### src/rtl/fp_image_loader.sv
// rtl/fp_image_loader.sv - deposits an (address,data) word stream into the PDP-8 through the front-panel switches and buttons

module fp_image_loader #(
    parameter int          SETUP_CYC   = 10,
    parameter int          PULSE_CYC   = 10,
    parameter int          GAP_CYC     = 10,
    parameter logic [11:0] START_PC    = 12'o0200,
    parameter bit          SKIP_CONSEC = 1'b1
) (
    input  logic        clk,
    input  logic        rst,
    input  logic        word_valid,
    input  logic [11:0] word_addr,
    input  logic [11:0] word_data,
    input  logic        word_last,
    output logic        word_ready,
    output logic [12:0] sw,
    output logic        btnl,
    output logic        btnd,
    output logic        busy,
    output logic        done,
    output logic [12:0] words_loaded
);

    localparam int MAX_SP  = (SETUP_CYC > PULSE_CYC) ? SETUP_CYC : PULSE_CYC;
    localparam int MAX_CYC = (MAX_SP > GAP_CYC) ? MAX_SP : GAP_CYC;
    localparam int CW      = (MAX_CYC > 1) ? $clog2(MAX_CYC) : 1;

    typedef enum logic [3:0] {
        IDLE,
        A_SETUP, A_PULSE, A_GAP,
        D_SETUP, D_PULSE, D_GAP,
        P_SETUP, P_PULSE, P_GAP,
        RUN
    } state_t;

    state_t        state, state_n;
    logic [CW-1:0] cnt, cnt_n;
    logic [11:0]   addr_q, addr_n;
    logic [11:0]   data_q, data_n;
    logic          last_q, last_n;
    logic [11:0]   prev_addr, prev_addr_n;
    logic          prev_valid, prev_valid_n;
    logic [12:0]   sw_q, sw_n;
    logic          btnl_q, btnl_n;
    logic          btnd_q, btnd_n;
    logic          busy_q, busy_n;
    logic          done_q, done_n;
    logic          ready_q, ready_n;
    logic [12:0]   wl_q, wl_n;
    logic [11:0]   prev_next;
    logic          accept;
    logic          expired;

    // Counter holds (dwell - 1) on entry, so a state lasts exactly its dwell in cycles.
    function automatic logic [CW-1:0] dwell(input state_t s);
        case (s)
            A_SETUP, D_SETUP, P_SETUP: dwell = CW'(SETUP_CYC - 1);
            A_PULSE, D_PULSE, P_PULSE: dwell = CW'(PULSE_CYC - 1);
            A_GAP,   D_GAP,   P_GAP:   dwell = CW'(GAP_CYC - 1);
            default:                   dwell = '0;
        endcase
    endfunction

    assign prev_next = prev_addr + 12'd1;
    assign accept    = ready_q & word_valid;
    assign expired   = (cnt == '0);

    always_ff @(posedge clk or posedge rst) begin
        if (rst) begin
            state      <= IDLE;
            cnt        <= '0;
            addr_q     <= '0;
            data_q     <= '0;
            last_q     <= 1'b0;
            prev_addr  <= '0;
            prev_valid <= 1'b0;
            sw_q       <= '0;
            btnl_q     <= 1'b0;
            btnd_q     <= 1'b0;
            busy_q     <= 1'b0;
            done_q     <= 1'b0;
            ready_q    <= 1'b0;
            wl_q       <= '0;
        end else begin
            state      <= state_n;
            cnt        <= cnt_n;
            addr_q     <= addr_n;
            data_q     <= data_n;
            last_q     <= last_n;
            prev_addr  <= prev_addr_n;
            prev_valid <= prev_valid_n;
            sw_q       <= sw_n;
            btnl_q     <= btnl_n;
            btnd_q     <= btnd_n;
            busy_q     <= busy_n;
            done_q     <= done_n;
            ready_q    <= ready_n;
            wl_q       <= wl_n;
        end
    end

    always_comb begin
        state_n      = state;
        cnt_n        = cnt;
        addr_n       = addr_q;
        data_n       = data_q;
        last_n       = last_q;
        prev_addr_n  = prev_addr;
        prev_valid_n = prev_valid;
        wl_n         = wl_q;

        case (state)
            IDLE: begin
                if (accept) begin
                    addr_n  = word_addr;
                    data_n  = word_data;
                    last_n  = word_last;
                    state_n = (SKIP_CONSEC && prev_valid && (word_addr == prev_next))
                              ? D_SETUP : A_SETUP;
                end
            end
            A_SETUP: if (expired) state_n = A_PULSE;
            A_PULSE: if (expired) state_n = A_GAP;
            A_GAP:   if (expired) state_n = D_SETUP;
            D_SETUP: if (expired) state_n = D_PULSE;
            D_PULSE: if (expired) state_n = D_GAP;
            D_GAP: begin
                if (expired) begin
                    wl_n         = (wl_q == 13'd4096) ? wl_q : wl_q + 13'd1;
                    prev_addr_n  = addr_q;
                    prev_valid_n = 1'b1;
                    state_n      = last_q ? P_SETUP : IDLE;
                end
            end
            P_SETUP: if (expired) state_n = P_PULSE;
            P_PULSE: if (expired) state_n = P_GAP;
            P_GAP:   if (expired) state_n = RUN;
            RUN:     state_n = RUN;
            default: state_n = IDLE;
        endcase

        if (state_n != state) begin
            cnt_n = dwell(state_n);
        end else if (!expired) begin
            cnt_n = cnt - CW'(1);
        end

        // Outputs are decoded from the next state so every port comes straight off a flop.
        sw_n = {1'b0, sw_q[11:0]};
        case (state_n)
            A_SETUP: sw_n[11:0] = addr_n;
            D_SETUP: sw_n[11:0] = data_n;
            P_SETUP: sw_n[11:0] = START_PC;
            default: sw_n[11:0] = sw_q[11:0];
        endcase
        sw_n[12] = (state_n == RUN);
        btnl_n   = (state_n == A_PULSE) || (state_n == P_PULSE);
        btnd_n   = (state_n == D_PULSE);
        busy_n   = (state_n != IDLE) && (state_n != RUN);
        done_n   = (state_n == RUN);
        ready_n  = (state_n == IDLE);
    end

    assign word_ready   = ready_q;
    assign sw           = sw_q;
    assign btnl         = btnl_q;
    assign btnd         = btnd_q;
    assign busy         = busy_q;
    assign done         = done_q;
    assign words_loaded = wl_q;

endmodule

### config.mk
export PLATFORM = sky130hd
export DESIGN_NAME = fp_image_loader
export DESIGN_NICKNAME = d
export VERILOG_FILES = /design/src/rtl/fp_image_loader.sv
export SDC_FILE = /design/constraint.sdc
export NUM_CORES = 1
export LEC_CHECK = 0
export CORE_MARGIN = 1
export CORE_UTILIZATION = 54
export CTS_CLUSTER_SIZE = 16
export DETAILED_ROUTE_END_ITERATION = 7
export GPL_TIMING_DRIVEN = 0
export PLACE_DENSITY = 0.84
export SETUP_SLACK_MARGIN = 0.15
export SYNTH_ARGS = -nofsm -noshare
export SYNTH_HDL_FRONTEND = slang
export SYNTH_SLANG_ARGS = --single-unit
### constraint.sdc
create_clock -name clk -period 3.1 [get_ports clk]
set_clock_uncertainty 0.05 [all_clocks]
set_input_delay 0.62 -clock clk [delete_from_list [all_inputs] [get_ports clk]]
set_output_delay 0.62 -clock clk [all_outputs]
set_load 0.03 [all_outputs]
==> results of run 1 <==
-- report_power, final --
part / switching (mW) / internal, mW / leakage (nW)
Combinational: 0.0394 / 0.0414 / 1.14
Sequential: 0 / 0.990 / 1.04
Clock: 0.383 / 0.536 / 0.117
Total: 0.422 / 1.57 / 2.30
-- Yosys cell counts, types with 2 or more instances --
library cell,n,area (sq um)
and4_1,4,35.0
dfrtp_1,76,1900
nor3b_4,2,37.5
mux2_2,3,33.8
or2_2,4,25.0
nand2b_1,2,12.5
a21o_1,2,15.0
nand4_1,8,50.1
o31ai_1,2,15.0
o2111ai_1,11,96.3
nor2b_1,5,31.3
and3_1,3,18.8
xor2_1,12,105
nor3b_1,2,15.0
a211oi_1,4,30.0
nand3b_1,14,105
a31oi_1,12,75.1
nand3_1,11,55.1
buf_2,4,20.0
clkbuf_1,18,67.6
nand2_1,123,462
xnor2_1,14,123
nor3_1,20,100
or3_1,6,37.5
buf_4,3,22.5
nor4b_1,2,17.5
ha_1,4,50.1
inv_1,13,48.8
nor4_1,2,12.5
o21a_1,3,22.5
a21oi_1,5,25.0
o21ai_0,10,50.1
nor2_1,17,63.8
-- cell families after synthesis --
family          count (synthesis)  synth area share, %
fa+ha+maj                       4                 1.27
compound gates                 57                 10.5
xor+xnor                       26                 5.76
simple gates                  233                 29.4
flops                          76                 48.1
buf+inv                        39                 4.11
mux                             3                0.854
-- what timing repair did --
action | 4_1_cts | 5_1_grt
pin swaps | 1 | 4
endpoints found under the setup margin | 12 | 17
buffers inserted | 5 | 6
gates resized for setup | 2 | 29
-- cell type report --
class                      instances  area (sq um)  area share [%]
clock inverter                     6           111            2.19
multi-input combinational        323          1950            38.3
sequential                        76          1900            37.4
inverter                          14          55.1            1.08
tap                               96           120            2.36
clock buffer                      10           128            2.51
timing repair buffer              70           691            13.6
buffer                            25           133            2.61
-- per-stage QoR --
step | util [%] | worst slack (ns) | total power [mW] | instance area (sq um) | setup TNS, ns
2_1_floorplan | - | 0.378 | 1.04 | 3950 | 0
3_3_place_gp | 67.0 | -0.695 | 1.08 | 4650 | -56.44
3_5_place_dp | 67.5 | -0.409 | 1.09 | 4680 | -4.26
4_1_cts | 71.5 | 0.183 | 1.99 | 4970 | 0
5_1_grt | 73.3 | 0.105 | 2.04 | 5090 | 0
6_report | 73.3 | 0.199 | 1.99 | 5090 | 0
-- worst min-delay path: stages, from the launching register on --
cell,delay (ns)
dfrtp_1,0.35
nand2_1,0.05
nand2_1,0.05
-- flip-flops by register name, summed over array words and instances (netlist names) --
name / count
prev_addr: 12
prev_valid: 1
state: 4
btnl: 1
cnt: 4
btnd: 1
words_loaded: 13
last_q: 1
addr_q: 12
data_q: 12
busy: 1
word_ready: 1
sw: 13
-- metal layers --
layer  vias up  wire length (um)  track usage, %
met5         -                 0               0
met4         0               265            11.9
met1      1677              4160            35.7
met2       165              5010            44.7
li1       1679                 -               -
met3        36               723            5.84
-- final timing paths --
kind | slack (ns) | cells after the start | startpoint | endpoint
max in group asynchronous | 1.96 | 3 | rst | sw[2]
worst max-delay path | 0.20 | 12 | cnt[0] | sw[6]
worst min-delay path | 0.42 | 2 | addr_q[0] | prev_addr[0]
worst min register to register | 0.42 | 2 | addr_q[0] | prev_addr[0]
worst max register to register | 0.20 | 12 | cnt[0] | sw[6]
min in group asynchronous | 0.50 | 2 | rst | sw[11]
==> results.md, run 1 <==
* Status: complete, no violations
* Vias per std cell at 5.74
* Setup violators final at 0
* Required time at the endpoint of the critical path at 3.28 ns
* Global-route wire length before repair at 15.9 mm
* Initial DRC count at 224
* Clock buffer count from CTS at 9
* Core ar. at 0.00694 sq mm
* Pin count of the biggest net entering global routing at 60
* Overall die height at approximately 88 um
* Number of cell rows at 30
* Antenna diode count at 0
* Ys flop type: dfrtp_1
* Top Ports at 59
* Max Clock Freq at 0.345 GHz
* CP Buf/Inv Count at 4
* Final non-filler cell total at 620
* Vias at around 3600
* Mean Syn Cell Area at 9.03 sq um
* Static Leakage at 2.30 nW
* Fin crit period at 2.90 ns
* Highest-count cells in the layout ignoring fill and taps: 123 x nand2_1, 76 x dfrtp_1, 58 x clkdlybuf4s50_1
* Number of fillers in the final layout at 484
* Ratio of total power to cell area at 391 mW/mm^2
* Final critical-path share of the clock period at between 90% and 100%
* Clock network latency to the later pin of the worst-skew pair at around 0.36 ns
* Crit Path Category: reg -> reg
* DR WL/cell at approximately 16 um
* Cell breakdown of the critical path: inv_1 > ha_4 > or3b_1 > clkbuf_4 > o211ai_2 > nor3b_4 > inv_2 > or3_4 > o21ai_4 > nand2b_4 > buf_6 > a31oi_1
* Number of nets at the end of the flow at 551
* CTS hold repair buffers at 0
* Initial core utilization at 56.9%
* Sort of element at the end of the critical path: flip-flop
* Die Width at 87.6 um
* Pins over their slew limit at 0
* Max incr delay on CP at around 0.40 ns
* Count of port buffers added during placement at 58
* Estimated wirelength of the detail-placed design at 6.68 mm
* Number of clock sinks at 76
* Depth of the CTS H-tree at 3
* Routability congestion estimate at 0.856
* Post-synthesis instance area at 0.00395 sq mm
* Setup repair after global routing missed its margin: false
* Post-synthesis sequential element count at 76
* Max-cap violations at 0
* Async set or reset register ratio after synthesis at 100%
* Maximum count of clock buffers along a single path at 2
* Clock-pin slew on the worst setup and hold paths at 0.08 ns
* Via count of the first global-routing pass at 3365
* Worst slew slack as a fraction of its limit at between 60% and 70%
* Share of the yosys chip area belonging to registers at 48.1%
* Instance count after placement with tap cells included at 593
* Arr. time, crit path at 3.08 ns
* Crit path max fanout at 10
* Number of nets with antenna violations after detailed routing at 0
* Synthesis warning total at 0
* Total global-route track usage at 27.5%
* Slowest-stage cell, CP: dfrtp_1
* Tightest hold margin at 0.424 ns
* Cell family contributing the most delay on the critical path: simple AND/OR/NAND/NOR gates
* Transition time of the tightest slew-check pin at 0.513 ns
* Clock tree from TritonCTS: done
* Area added between synthesis and finish at 28.7%
* Aggregate global routing overflow at 0
* Type of element launching the critical path: flip-flop
* Largest vdd supply drop at roughly 390 uV
* Routed Wire Length at 10.2 mm
* Net count after synthesis at 470
* Fraction of layout instances using a drive strength above 1 at between 10% and 20%
* Library cells used by synthesis at 50
* Count of flip-flops with a built-in enable after synthesis at 0
* Clock root buffer: clkbuf_8
* Antenna violations before repair at 0
* Die Outline Area at ~0.0077 sq mm
* Most common library cell in the layout ignoring fill and taps: nand2_1
* Number of search-and-repair iterations in the first detailed-routing pass at 6
* DR DRC count at 0
* Hold/Removal Path Class: reg -> reg
* Gate count after technology mapping at 438
* Number of hold violations in the final report at 0
(Power assumes the default switching activity.)
==> inputs of run 2 (changes only) <==
CELL_PAD_IN_SITES_DETAIL_PLACEMENT = 1   (was unset)
CELL_PAD_IN_SITES_GLOBAL_PLACEMENT = 1   (was unset)
CORE_UTILIZATION = 41   (was 54)
PLACE_DENSITY = 0.83   (was 0.84)
RECOVER_POWER = 50   (was unset)
SETUP_SLACK_MARGIN = unset   (was 0.15)
==> results.md, run 2 (synthesis results as in run 1) <==
* Number of nets with antenna violations after detailed routing at 0 (unchanged)
* Antenna diode count at 0 (unchanged)
* Pins over their slew limit at 0 (unchanged)
* Vias per std cell at 5.37 (was 5.74)
* Setup violators final at 0 (unchanged)
* Crit Path Category: reg -> reg (unchanged)
* Depth of the CTS H-tree at 3 (unchanged)
* CTS hold repair buffers at 0 (unchanged)
* Area added between synthesis and finish at 25.9% (was 28.7%)
* Fin crit period at 3.01 ns (was 2.90 ns)
* Required time at the endpoint of the critical path at 3.26 ns (was 3.28 ns)
* Number of fillers in the final layout at 1093 (was 484)
* Sort of element at the end of the critical path: flip-flop (unchanged)
* Cell breakdown of the critical path: inv_1 > ha_2 > or3b_1 > buf_2 > o211ai_2 > nor3b_4 > inv_2 > or3_4 > o21ai_4 > nand2b_1 > buf_4 > a31oi_1 (was inv_1 > ha_4 > or3b_1 > clkbuf_4 > o211ai_2 > nor3b_4 > inv_2 > or3_4 > o21ai_4 > nand2b_4 > buf_6 > a31oi_1)
* Vias at 3488 (was 3557)
* Multi-input gate area at 0.00190 sq mm (was 0.00195 sq mm)
* Ratio of total power to cell area at 366 mW/mm^2 (was 391 mW/mm^2)
* Number of nets at the end of the flow at 548 (was 551)
* Max Clock Freq at 0.333 GHz (was 0.345 GHz)
* Worst slew slack as a fraction of its limit at 22.5% (was 65.8%)
* CP Buf/Inv Count at 4 (unchanged)
* Number of clock sinks at 76 (unchanged)
* Number of search-and-repair iterations in the first detailed-routing pass at 4 (was 6)
* Transition time of the tightest slew-check pin at 1.16 ns (was 0.513 ns)
* Clock tree from TritonCTS: done (unchanged)
* Maximum count of clock buffers along a single path at 2 (unchanged)
* Global-route wire length before repair at 18.2 mm (was 15.9 mm)
* Cell family contributing the most delay on the critical path: simple AND/OR/NAND/NOR gates (unchanged)
* Core ar. at 0.00928 sq mm (was 0.00694 sq mm)
* Total global-route track usage at 23.3% (was 27.5%)
* Clock root buffer: clkbuf_8 (unchanged)
* Largest vdd supply drop at 167 uV (was 387 uV)
* Static Leakage at 2.24 nW (was 2.30 nW)
* Post-Place Cell Area at 0.00473 sq mm (was 0.00468 sq mm)
* Number of hold violations in the final report at 0 (unchanged)
* Routed Wire Length at 11.0 mm (was 10.2 mm)
* Die Width at 100 um (was 87.6 um)
* Clock-pin slew on the worst setup and hold paths at 0.08 ns (about the same)
* DR WL/cell at 16.9 um (was 16.4 um)
* Arr. time, crit path at 3.17 ns (was 3.08 ns)
* Routability congestion estimate at 0.858 (was 0.856)
* Initial DRC count at 138 (was 224)
* Seq. cell area at 0.00190 sq mm (unchanged)
* Final critical-path share of the clock period at 97.0% (was 93.6%)
* DR DRC count at 0 (unchanged)
* Slowest-stage cell, CP: dfrtp_1 (unchanged)
* Initial core utilization at 42.6% (was 56.9%)
* Type of element launching the critical path: flip-flop (unchanged)
* Via count of the first global-routing pass at 3611 (was 3365)
* Status: complete, no violations (unchanged)
* Crit path max fanout at 10 (unchanged)
* Top Ports at 59 (unchanged)
* Antenna violations before repair at 0 (unchanged)
* Pin count of the biggest net entering global routing at 53 (was 60)
* Clock buffer count from CTS at 9 (unchanged)
* Power after layout at 1.82 mW (was 1.99 mW)
* Max incr delay on CP at 0.41 ns (was 0.40 ns)
* Post-route standard cell area excluding fillers at 0.00498 sq mm (was 0.00509 sq mm)
* Highest-count cells in the layout ignoring fill and taps: 123 x nand2_1, 76 x dfrtp_1, 57 x clkdlybuf4s50_1 (was 123 x nand2_1, 76 x dfrtp_1, 58 x clkdlybuf4s50_1)
* Number of cell rows at 35 (was 30)
* Aggregate global routing overflow at 0 (unchanged)
* Clock network latency to the later pin of the worst-skew pair at 0.34 ns (was 0.36 ns)
* Most common library cell in the layout ignoring fill and taps: nand2_1 (unchanged)
* Hold/Removal Path Class: reg -> reg (unchanged)
* Estimated wirelength of the detail-placed design at 7.94 mm (was 6.68 mm)
* Die Outline Area at 0.0100 sq mm (was 0.00767 sq mm)
* Fraction of layout instances using a drive strength above 1 at 10.4% (was 12.2%)
* Overall die height at 100 um (was 87.6 um)
* Count of port buffers added during placement at 58 (unchanged)
* Max-cap violations at 0 (unchanged)
[run 2: path summary, 6_finish.rpt]
kind	depth (start not counted)	start	endpoint	slack [ns]
max	12	cnt[0]	sw[4]	0.09
min	1	prev_valid	prev_valid	0.43
max reg2reg	12	cnt[0]	sw[4]	0.09
min reg2reg	1	prev_valid	prev_valid	0.43
max in group asynchronous	3	rst	addr_q[8]	0.47
min in group asynchronous	2	rst	cnt[2]	0.87
[run 2: area by class of cell]
type / instances / area share (%)
Buffer: 25 / 2.36
Clock buffer: 12 / 2.92
Clock inverter: 4 / 0.981
Inverter: 14 / 1.08
Multi-Input combinational cell: 323 / 38.2
Sequential cell: 76 / 38.2
Tap cell: 129 / 3.24
Timing Repair Buffer: 67 / 13.0
[run 2: routing by layer]
metal	vias up	wire length, um	global-route usage [%]
met4	0	131	5.24
met3	13	338	3.41
met1	1743	4980	30.9
met2	65	5550	40.3
li1	1667	-	-
met5	-	0	0
[run 2: what timing repair did]
| item | CTS | global route |
|---|---|---|
| endpoints found under the setup margin | 12 | 17 |
| resized for setup | 0 | 13 |
| pin swaps | 1 | 0 |
| buffers inserted | 3 | 5 |
[run 2: through the flow]
stage | worst slack, ns | setup TNS, ns | cells | hold WS [ns] | util [%]
after CTS | 0.0367 | 0 | 645 | 0.434 | 53.2
after detailed placement | -0.499 | -5.95 | 626 | 0.407 | 50.9
final | 0.0944 | 0 | 650 | 0.428 | 53.6
after global placement | -0.766 | -62.92 | 625 | 0.401 | 50.6
after global routing | -0.0359 | -0.125 | 650 | 0.458 | 53.6
after floorplan | 0.378 | 0 | 438 | 0.389 | -
[run 2: where the power goes]
part	switching (mW)	internal, mW	total, mW
Clock	0.359	0.394	0.753
Combinational	0.0390	0.0378	0.0767
Sequential	0	0.990	0.990
